### config.mk
export PLATFORM = sky130hd
export DESIGN_NAME = bcd_counter_ctrl
export DESIGN_NICKNAME = d
export VERILOG_FILES = /design/src/rtl/bcd_pkg.sv /design/src/rtl/bcd_digit.sv /design/src/rtl/bcd_counter_ctrl.sv
export SDC_FILE = /design/constraint.sdc
export NUM_CORES = 1
export LEC_CHECK = 0
export CAP_MARGIN = 20
export CORE_UTILIZATION = 40
export DETAILED_ROUTE_END_ITERATION = 7
export PLACE_DENSITY = 0.83
export SLEW_MARGIN = 20
export SYNTH_ARGS = -nofsm -noshare
export SYNTH_HDL_FRONTEND = slang
export SYNTH_SLANG_ARGS = --single-unit
### constraint.sdc
create_clock -name clk -period 2.68 [get_ports clk]
set_input_delay 0.402 -clock clk [delete_from_list [all_inputs] [get_ports clk]]
set_output_delay 0.402 -clock clk [all_outputs]
set_load 0.02 [all_outputs]
### src/rtl/bcd_pkg.sv
// Shared types and helpers for the BCD counter sequencer.
package bcd_pkg;

  typedef enum logic [1:0] {
    ST_IDLE  = 2'b00,
    ST_RUN   = 2'b01,
    ST_PAUSE = 2'b10,
    ST_DONE  = 2'b11
  } state_e;

  localparam logic [3:0] BCD_MAX = 4'd9;

  // A nibble is a legal BCD digit when it is 0..9.
  function automatic logic nib_valid(input logic [3:0] n);
    return (n <= BCD_MAX);
  endfunction

endpackage

### src/rtl/bcd_digit.sv
// Single 0..9 BCD digit with clear, load and count-enable (that priority).
module bcd_digit
  import bcd_pkg::*;
(
  input  logic       clk,
  input  logic       reset,
  input  logic       en,
  input  logic       clr,
  input  logic       ld,
  input  logic [3:0] d,
  output logic [3:0] q,
  output logic       is9
);

  logic [3:0] q_q, q_d;

  // Next digit value; an out-of-range load nibble is written as 0.
  always_comb begin
    q_d = q_q;
    if (clr)
      q_d = 4'd0;
    else if (ld)
      q_d = nib_valid(d) ? d : 4'd0;
    else if (en)
      q_d = (q_q == BCD_MAX) ? 4'd0 : q_q + 4'd1;
  end

  // Digit register, async active-low reset.
  always_ff @(posedge clk or negedge reset) begin
    if (!reset) q_q <= 4'd0;
    else        q_q <= q_d;
  end

  assign q   = q_q;
  assign is9 = (q_q == BCD_MAX);

endmodule

### src/rtl/bcd_counter_ctrl.sv
// Sequencer for a chain of BCD digits: FSM, limit compare, priority decode,
// carry chaining and registered done/overflow pulses.
module bcd_counter_ctrl
  import bcd_pkg::*;
#(
  parameter int DIGITS      = 4,
  parameter bit AUTO_RELOAD = 1'b0
) (
  input  logic                clk,
  input  logic                reset,
  input  logic                start,
  input  logic                stop,
  input  logic                clear,
  input  logic                load,
  input  logic [4*DIGITS-1:0] load_value,
  input  logic [4*DIGITS-1:0] limit,
  input  logic                tick,
  output logic [4*DIGITS-1:0] count,
  output logic [1:0]          state,
  output logic                running,
  output logic                done,
  output logic                overflow
);

  state_e state_q, state_d;
  logic   done_q, done_d;
  logic   ovf_q, ovf_d;
  logic   running_q;

  logic                    dig_clr, dig_ld, incr;
  logic                    limit_ok, at_limit;
  logic [DIGITS-1:0]       is9;
  logic [DIGITS-1:0]       carry;
  logic [DIGITS-1:0][3:0]  q;

  assign count = q;

  // A limit holding any non-BCD nibble can never match, so the count free-runs.
  always_comb begin
    limit_ok = 1'b1;
    for (int i = 0; i < DIGITS; i++)
      if (!nib_valid(limit[4*i +: 4])) limit_ok = 1'b0;
  end

  assign at_limit = limit_ok && (count == limit);

  // Priority decode clear > load > stop > start > tick, plus FSM next state.
  always_comb begin
    state_d = state_q;
    dig_clr = 1'b0;
    dig_ld  = 1'b0;
    incr    = 1'b0;
    done_d  = 1'b0;
    ovf_d   = 1'b0;
    if (clear) begin
      dig_clr = 1'b1;
      state_d = ST_IDLE;
    end else if (load && state_q != ST_RUN) begin
      dig_ld = 1'b1;
      if (state_q == ST_DONE) state_d = ST_IDLE;
    end else if (stop) begin
      if (state_q == ST_RUN) state_d = ST_PAUSE;
    end else if (start && state_q != ST_RUN) begin
      // Restarting from DONE begins a fresh count.
      if (state_q == ST_DONE) dig_clr = 1'b1;
      state_d = ST_RUN;
    end else if (tick && state_q == ST_RUN) begin
      if (at_limit) begin
        done_d = 1'b1;
        if (AUTO_RELOAD) dig_clr = 1'b1;
        else             state_d = ST_DONE;
      end else begin
        incr  = 1'b1;
        ovf_d = &is9;
      end
    end
  end

  // Carry chain: digit i steps only when all lower digits are 9.
  for (genvar i = 0; i < DIGITS; i++) begin : g_dig
    if (i == 0) begin : g_c0
      assign carry[i] = incr;
    end else begin : g_ci
      assign carry[i] = carry[i-1] & is9[i-1];
    end

    bcd_digit u_dig (
      .clk   (clk),
      .reset (reset),
      .en    (carry[i]),
      .clr   (dig_clr),
      .ld    (dig_ld),
      .d     (load_value[4*i +: 4]),
      .q     (q[i]),
      .is9   (is9[i])
    );
  end

  // State and pulse registers, async active-low reset.
  always_ff @(posedge clk or negedge reset) begin
    if (!reset) begin
      state_q   <= ST_IDLE;
      done_q    <= 1'b0;
      ovf_q     <= 1'b0;
      running_q <= 1'b0;
    end else begin
      state_q   <= state_d;
      done_q    <= done_d;
      ovf_q     <= ovf_d;
      running_q <= (state_d == ST_RUN);
    end
  end

  assign state    = state_q;
  assign running  = running_q;
  assign done     = done_q;
  assign overflow = ovf_q;

endmodule

### Word-level counts from Yosys, hierarchy flattened

Cells that the tools add are included.

| operators by class | value |
|---|---|
| $lt $le $gt $ge | 8 |
| multiplexer cells | 57 |
| eq/ne operators | 9 |
| bitwise operators | 3 |
| reduce and logical (&&, ||, !) cells | 9 |
| add/sub/neg operators | 4 |

Operator list:

| operator | number |
|---|---|
| 4-bit 2-to-1 mux | 20 |
| 4-bit <= comparator, second input constant | 8 |
| 1-bit 2-to-1 mux | 29 |
| 4-bit by 1-bit adder with 4-bit output, second input constant | 4 |
| 16-bit equality test | 1 |
| 4-bit equality test, second input constant | 4 |
| 2-bit 2-to-1 mux | 8 |
| 3-bit nonzero test | 4 |
| 2-bit by 1-bit equality test with 1-bit output, second input constant | 2 |
| 1-bit logical AND | 4 |
| 4-bit AND reduction | 1 |
| 1-bit AND | 3 |
| 2-bit equality test, second input constant | 1 |
| 2-bit by 1-bit != test with 1-bit output, second input constant | 1 |

| word-level totals | value |
|---|---|
| register bits | 21 |
| output and inout port bits | 21 |
| bits of input ports | 39 |
| logic and storage cells | 98 |

### Logic depth before layout (Yosys ltp)

Gate-level depths: netlist (run 1).

| depth | value |
|---|---|
| word-level depth | 18 |
| depth in mapped cells | 8 |
| gate-level depth less buffers | 8 |

### Hierarchy

A second synthesis (run 1) with hierarchy kept.

| unflattened totals | value |
|---|---|
| cell total of the unflattened synthesis | 204 |
| area total of the unflattened synthesis | 1750.4 sq um |

Modules (own cells, without submodules):

| module | times used | area an instance (sq um) | cells an instance |
|---|---|---|---|
| bcd_digit at g_dig[1].u_dig ... | 3 | 297.8 | 35 |
| bcd_counter_ctrl | 1 | 556.8 | 64 |
| bcd_digit at g_dig[0].u_dig | 1 | 300.3 | 35 |

### Least setup slack after synthesis (run 1)

Ideal clock, no wire load.

| timing | value |
|---|---|
| kind | register to register |
| start point | register g_dig[0].u_dig.q_q[0] |
| end point | register g_dig[3].u_dig.q_q[0] |
| slack | 0.285 ns |
| arrival | 2.270 ns |
| cell stages (with the launch flop) | 8 |
| data required time | 2.555 ns |
| path through | dfrtp_1 > xor2_1 > nor4_2 > nand4_1 > or4_1 > buf_6 > a31oi_4 > mux2_4 |

| between the ends | value |
|---|---|
| longest elaborated chain between the ends | 12 |
| elaborated cells on any way between the ends | 13 |
| classes of those cells | eq/ne: 2; mux: 6; bitwise: 3; reduce/logical: 2 |

Ends and longest elaborated chain:

| element | RTL line | source |
|---|---|---|
| start, declared | bcd_digit.sv:15 | `logic [3:0] q_q, q_d;` |
| start signal, assigned | bcd_digit.sv:31 | `else q_q <= q_d;` |
| 16-bit equality test | bcd_counter_ctrl.sv:45 | `assign at_limit = limit_ok && (count == limit);` |
| 1-bit logical AND | bcd_counter_ctrl.sv:45 |  |
| 1-bit 2-to-1 mux | bcd_counter_ctrl.sv:68 | `if (at_limit) begin` |
| 1-bit 2-to-1 mux | bcd_counter_ctrl.sv:67 | `end else if (tick && state_q == ST_RUN) begin` |
| 1-bit 2-to-1 mux | bcd_counter_ctrl.sv:63 | `end else if (start && state_q != ST_RUN) begin` |
| 1-bit 2-to-1 mux | bcd_counter_ctrl.sv:61 | `end else if (stop) begin` |
| 1-bit 2-to-1 mux | bcd_counter_ctrl.sv:58 | `end else if (load && state_q != ST_RUN) begin` |
| 1-bit 2-to-1 mux | bcd_counter_ctrl.sv:55 | `if (clear) begin` |
| 1-bit AND * (3 in a row) | bcd_counter_ctrl.sv:84 | `assign carry[i] = carry[i-1] & is9[i-1];` |
| 3-bit nonzero test (no line) * | - |  |
| end signal, assigned | bcd_digit.sv:31 |  |
| end, declared | bcd_digit.sv:15 |  |

Every way passes the cells marked *; elsewhere a longest branch is shown, timed or not.
A chain may end at the register's enable or synchronous reset.

### Worst setup path in the final report (run 1)

| timing | value |
|---|---|
| start point | input limit[1] |
| end point | register g_dig[1].u_dig.q_q[0] |

| between the ends | value |
|---|---|
| longest elaborated chain between the ends | 14 |
| elaborated cells on any way between the ends | 15 |
| classes of those cells | order compare: 1; eq/ne: 1; mux: 10; bitwise: 1; reduce/logical: 2 |

Ends and longest elaborated chain:

| element | RTL line | source |
|---|---|---|
| start, declared | bcd_counter_ctrl.sv:16 | `input logic [4*DIGITS-1:0] limit,` |
| 4-bit <= comparator | bcd_pkg.sv:15 | `return (n <= BCD_MAX);` |
| 1-bit 2-to-1 mux (4 in a row) | bcd_counter_ctrl.sv:42 | `if (!nib_valid(limit[4*i +: 4])) limit_ok = 1'b0;` |
| 1-bit logical AND * | bcd_counter_ctrl.sv:45 |  |
| 1-bit 2-to-1 mux * | bcd_counter_ctrl.sv:68 |  |
| 1-bit 2-to-1 mux * | bcd_counter_ctrl.sv:67 |  |
| 1-bit 2-to-1 mux * | bcd_counter_ctrl.sv:63 |  |
| 1-bit 2-to-1 mux * | bcd_counter_ctrl.sv:61 |  |
| 1-bit 2-to-1 mux * | bcd_counter_ctrl.sv:58 |  |
| 1-bit 2-to-1 mux * | bcd_counter_ctrl.sv:55 |  |
| 1-bit AND * | bcd_counter_ctrl.sv:84 |  |
| 3-bit nonzero test (no line) * | - |  |
| end signal, assigned | bcd_digit.sv:31 |  |
| end, declared | bcd_digit.sv:15 |  |

Marks and branches as above.

==> run summary, run 1 <==
Status: finished clean
F_max: 388 MHz
Cts bufs inserted: 3
Worst EP required: 2820 ps
Syn avg cell area: 8.70 um2
Ys Warns: 0
Critical path startpoint: limit[1]
Combinational power share: 0.397
Total iterations of the first detailed-routing run: 4
Sw power: 0.334 mW
EDFF count, synth: 0
Core Area: 4350 um2
# port buffers: 59
Die area: 4820 um2
PD cells: 388 nW/um2
Fill count: 378
Vias in the first global route: 1684
Yosys reg bits: 21
Hold Fails Final Rpt: 0
WP data arrival: 2720 ps
Critical path endpoint category: flip-flop
GRT Total Usage: 0.201
P_int: 0.656 mW
RSZ-0062 raised after global routing: false
DR iter-0 viols: 125
Initial antenna violation count: 0
Unique cell type count in the Yosys netlist: 44
Placer congestion estimate: 0.809
Relative slew slack: 0.692
Worst-Skew Late Latency: 260 ps
Worst-path clk slew: 80 ps
Maximum VDD drop: 0.000265 V
Post-Syn Instances: 209
Fin Hold WS: 493 ps
# DRC: 0
LEAKAGE: 1.07 nW
Layout cell share with drive strength beyond 1: 0.102
Crit path launch type: primary input
Top Ports: 60
Hold Path Class: in -> async
Slew @ Worst Pin: 460 ps
Cell Area, Synth: 1820 um2
Final slew viol count: 0
Post-layout min period: 2570 ps
Final ANT Viol Nets: 0
Post_cts resized: 0
Worst R2R Start: g_dig[0].u_dig.q[1]
Initial Util: 0.418
Clock power share: 0.211
Top_reg_cell synth: dfrtp_1
Chip width: 69.4 um
Num rows: 24
Switching portion of total power: 0.337
Part of the power in registers: 0.393
Total grt overflow: 0
Syn_nets: 256
Via-to-Cell Ratio: 5.31
CTS Buffer Depth: 2
Clock sinks: 21
Detailed Place HPWL: 3.62 mm
Layout net count: 323
Ant. Diodes: 0
Max-cap violations: 0
Avg WL per Cell: 14.2 um
Cts hold-fix bufs: 0
Routed wire length: 4.63 mm
Sequential fraction of the synthesis area: 0.289
Synth-to-layout area growth: 40.6%
Post-layout util: 0.587
Fraction of registers with async set/reset: 1.00
Setup Skew: 1.30 ps
First-pass GRT wire length: 7.89 mm
CP Class: in -> reg
CTS tree: built
Vias: 1736
Setup violators final: 0
# H-tree levels: 1
Die Ht: 69.4 um
Final worst-path cycle share: 0.960
Largest net degree at the start of global routing: 22
CP Max Fanout: 6
Root buffer cell: clkbuf_8
[worst paths after layout]
kind / end / slack [ps] / cells after the start
max: g_dig[1].u_dig.q[0] / 110 / 8
min: g_dig[3].u_dig.q[1] / 490 / 2
max reg2reg: g_dig[1].u_dig.q[0] / 190 / 7
min reg2reg: g_dig[1].u_dig.q[3] / 650 / 1
max in group asynchronous: g_dig[0].u_dig.q[0] / 1970 / 2
min in group clk: g_dig[1].u_dig.q[3] / 650 / 1
[power groups by stage]
stage	Clock, mW	Sequential (mW)	Combinational (mW)
2_1_floorplan	0	0.421	0.181
3_3_place_gp	0	0.393	0.385
3_5_place_dp	0	0.394	0.392
4_1_cts	0.214	0.388	0.394
5_1_grt	0.230	0.393	0.429
6_report	0.209	0.389	0.393
[placed cells by master (no fill, tap or decap), types with 2 or more instances in the layout]
cell | Yosys | final
xnor2_1 | 4 | 4
nor4_2 | 2 | 2
and2_1 | 2 | 2
nor3_1 | 12 | 12
dfrtp_1 | 21 | 21
buf_4 | 0 | 11
nand2b_1 | 3 | 3
mux2_4 | 4 | 4
a31oi_4 | 2 | 2
or3_1 | 3 | 3
or2_2 | 2 | 2
ha_1 | 8 | 8
nand2_1 | 11 | 11
mux2_1 | 9 | 9
a211oi_1 | 5 | 5
nand3_1 | 4 | 4
o21ai_0 | 7 | 7
clkbuf_8 | 0 | 3
inv_1 | 7 | 7
a21oi_1 | 17 | 17
a31oi_1 | 4 | 4
mux2i_1 | 3 | 3
clkdlybuf4s50_1 | 0 | 59
nor3b_1 | 6 | 6
xor2_1 | 13 | 13
nor2_1 | 29 | 29
a21oi_4 | 2 | 2
nor2b_1 | 4 | 4
[synthesized netlist by cell type, drive strengths merged (2+ instances only)]
cell type | n | area, um2
a211oi | 5 | 37.5
a21oi | 19 | 118
a31oi | 6 | 67.6
and2 | 2 | 12.5
buf | 2 | 22.5
clkbuf | 6 | 22.5
dfrtp | 21 | 526
ha | 8 | 100
inv | 8 | 30.0
mux2 | 13 | 161
mux2i | 3 | 30.0
nand2 | 11 | 41.3
nand2b | 3 | 18.8
nand3 | 4 | 20.0
nor2 | 29 | 109
nor2b | 4 | 25.0
nor3 | 12 | 60.1
nor3b | 6 | 45.0
nor4 | 3 | 31.3
o21ai | 7 | 35.0
or2 | 2 | 12.5
or3 | 3 | 18.8
xnor2 | 4 | 35.0
xor2 | 13 | 114
[repair_timing]
item                       in CTS  in global routing
hold endpoints to repair        0                  0
setup endpoints to repair       0                 11
buffers inserted                0                  0
[state kept, by name, summed over array words and instances (netlist names)]
signal,flops
overflow,1
state,2
done,1
running,1
g_dig.u_dig.q,16
[cell families after synthesis]
family,Yosys count,synth area share
compound gates,46,0.183
xor+xnor,17,0.0819
fa+ha+maj,8,0.0551
simple gates,85,0.244
flops,21,0.289
buf+inv,16,0.0413
mux,16,0.105
[layer usage]
layer / part of all wire / global-route usage / up-vias
met5: 0 / 0 / -
li1: - / - / 877
met2: 0.49 / 0.344 / 45
met1: 0.46 / 0.265 / 810
met4: 0.0084 / 0.0385 / 0
met3: 0.042 / 0.0392 / 4
[worst max-delay path: stages]
cell and delay (ps):
clkdlybuf4s50_1 430, xor2_1 170, nor4_1 290, nand4_1 120, or4_1 570, buf_4 200
a31oi_4 190, mux2_1 350
[per-stage QoR]
stage | setup slack (ps) | TNS [ps] | power, mW | cell area (um2) | std cells
after global routing | 2.08 | 0 | 1.05 | 2560 | 327
final | 106 | 0 | 0.991 | 2560 | 327
after detailed placement | -163 | -2070 | 0.786 | 2510 | 323
after CTS | 84.4 | 0 | 0.996 | 2560 | 327
after global placement | -134 | -1710 | 0.778 | 2510 | 323
after floorplan | 285 | 0 | 0.602 | 1820 | 209
[layout make-up]
class	instances	area, um2	area share
multi-input cells	172	1220	0.476
repair buffers	70	673	0.263
flip-flops and latches	21	526	0.206
well taps	52	65.1	0.0255
clock buffers	4	45.0	0.0176
inverters	8	30.0	0.0117
(Power assumes the default switching activity.)
==> inputs of run 2 (changes only) <==
Settings changed: MAX_ROUTING_LAYER from default to met4, PLACE_DENSITY 0.83 to default, PLACE_DENSITY_LB_ADDON from default to 0.12.
==> run 2 against run 1 <==
Effect of this change: non-clock buffer count grew 6; maximum frequency shrank 0.70%; first-iteration DRC count fell by 14%; routed wire length increased by 3.3%; final area increased by 2.4%; register-to-register slack is essentially flat; critical path depth stayed put; sequential share of layout area fell by 0.49 points; clock skew rose by 7.4 ps; clock power rose by 5%; critical path type unchanged; critical endpoint unchanged; largest power group unchanged.
==> run summary, run 2 (synthesis gave the netlist of run 1 again) <==
LEAKAGE: 1.10 nW (+3.2%)
Setup violators final: 0 (unchanged)
Final ANT Viol Nets: 0 (unchanged)
Largest net degree at the start of global routing: 22 (unchanged)
Hold Fails Final Rpt: 0 (unchanged)
Fin Hold WS: 479 ps (-14.2 ps)
Detailed Place HPWL: 3.74 mm (+3.3%)
Layout cell share with drive strength beyond 1: 0.135 (+0.0334)
Cts hold-fix bufs: 0 (unchanged)
Final worst slack: 87.8 ps (-18.1 ps)
Maximum VDD drop: 0.000186 V (-30%)
R2r worst-path depth: 7 (unchanged)
# DRC: 0 (unchanged)
Total grt overflow: 0 (unchanged)
CP Class: in -> reg
Top Ports: 60 (unchanged)
Initial Util: 0.418 (unchanged)
Post-layout min period: 2590 ps (+18.1 ps)
Worst R2R Start: g_dig[0].u_dig.q[1]
RSZ-0062 raised after global routing: true
DR iter-0 viols: 108 (-14%)
Num rows: 24 (unchanged)
Initial antenna violation count: 0 (unchanged)
Commonest non-fill, non-tap cell in the layout: clkdlybuf4s50_1
Placer congestion estimate: 0.823 (+1.7%)
WP data arrival: 2740 ps (+20 ps)
Cells after DPL: 328 (+1.5%)
Via-to-Cell Ratio: 5.48 (+3.2%)
Vias in the first global route: 1690 (+0.36%)
GRT Total Usage: 0.208 (+0.00653)
Synth-to-layout area growth: 44.0%
Final worst-path cycle share: 0.967 (+0.00676)
Cts bufs inserted: 3 (unchanged)
Setup Skew: 8.69 ps (+7.40 ps)
PD cells: 387 nW/um2 (about the same)
Total iterations of the first detailed-routing run: 4 (unchanged)
Critical path endpoint category: flip-flop
Core Area: 4350 um2 (unchanged)
Relative slew slack: 0.717 (+0.0243)
Clock sinks: 21 (unchanged)
Critical path startpoint: limit[11]
CP Max Fanout: 6 (unchanged)
Layout net count: 329 (+1.9%)
Final slew viol count: 0 (unchanged)
Worst-path clk slew: 90 ps (about the same)
Root buffer cell: clkbuf_8
Non-Filler Instances: 333 (+1.8%)
DRT met1 WL: 2.18 mm (+3.2%)
F_max: 386 MHz (-0.70%)
CTS Buffer Depth: 2 (unchanged)
Met2 WL: 2.26 mm (-1.2%)
# H-tree levels: 1 (unchanged)
Crit path launch type: primary input
# port buffers: 59 (unchanged)
Top layer in use: met4
Status: finished clean
Max FFs per register: 16 (unchanged)
Worst-Skew Late Latency: 260 ps (about the same)
Commonest non-fill, non-tap cells in the layout: 59 x clkdlybuf4s50_1, 29 x nor2_1, 21 x dfrtp_1, 17 x a21oi_1, 17 x buf_4
First-pass GRT wire length: 7.89 mm (about the same)
DR WL met3: 279 um (+45%)
Die area: 4820 um2 (unchanged)
Vias: 1825 (+5.1%)
Worst EP required: 2830 ps (about the same)
Die Ht: 69.4 um (unchanged)
CTS tree: built
Ant. Diodes: 0 (unchanged)
Hold Path Class: in -> async
Avg WL per Cell: 14.4 um (+1.4%)
Chip width: 69.4 um (unchanged)
Max-cap violations: 0 (unchanged)
Setup WS pre-CTS: -212 ps (-49.0 ps)
Routed wire length: 4.79 mm (+3.3%)
Slew @ Worst Pin: 423 ps (-36.3 ps)
-- run 2: power by group --
part / internal (mW) / switching [mW] / leakage, nW / total, mW
logic: 0.217 / 0.193 / 0.800 / 0.410
clock network: 0.105 / 0.115 / 0.0217 / 0.220
registers: 0.343 / 0.0406 / 0.282 / 0.384
-- run 2: path summary, 6_finish.rpt --
check	end	slack (ps)
max	g_dig[1].u_dig.q[0]	90
min in group clk	g_dig[2].u_dig.q[3]	650
min	g_dig[3].u_dig.q[1]	480
max in group asynchronous	g_dig[0].u_dig.q[1]	1970
min reg2reg	g_dig[2].u_dig.q[3]	650
max reg2reg	g_dig[1].u_dig.q[0]	180
-- run 2: per-layer routing --
layer / vias up / GRT usage
li1: 894 / -
met1: 865 / 0.285
met2: 60 / 0.325
met5: - / -
met4: 0 / 0.0590
met3: 6 / 0.0247
-- run 2: critical path: stages --
cell             delay, ps
clkdlybuf4s50_1        440
xor2_1                 180
nor4_2                 270
nand4_1                130
or4_4                  550
buf_4                  190
a31oi_4                230
mux2_1                 350
-- run 2: what timing repair did --
item,CTS,global route
buffers inserted,0,1
setup endpoints to repair,0,13
hold endpoints to repair,0,0
gates resized for setup,0,3
-- run 2: final cells by class --
class	count	area, um2
Fill cell	412	1740
Multi-Input combinational cell	172	1230
Timing Repair Buffer	76	718
Sequential cell	21	526
Tap cell	52	65.1
Clock buffer	3	41.3
Inverter	8	30.0
Clock inverter	1	7.51
-- run 2: through the flow --
step | cell area, um2 | TNS [ps] | total power [mW] | utilization
6_report | 2620 | 0 | 1.01 | 0.601
5_1_grt | 2620 | -9.46 | 1.08 | 0.601
4_1_cts | 2600 | 0 | 1.02 | 0.597
3_5_place_dp | 2550 | -2640 | 0.796 | 0.585
3_3_place_gp | 2550 | -1710 | 0.792 | 0.585
2_1_floorplan | 1820 | 0 | 0.602 | -
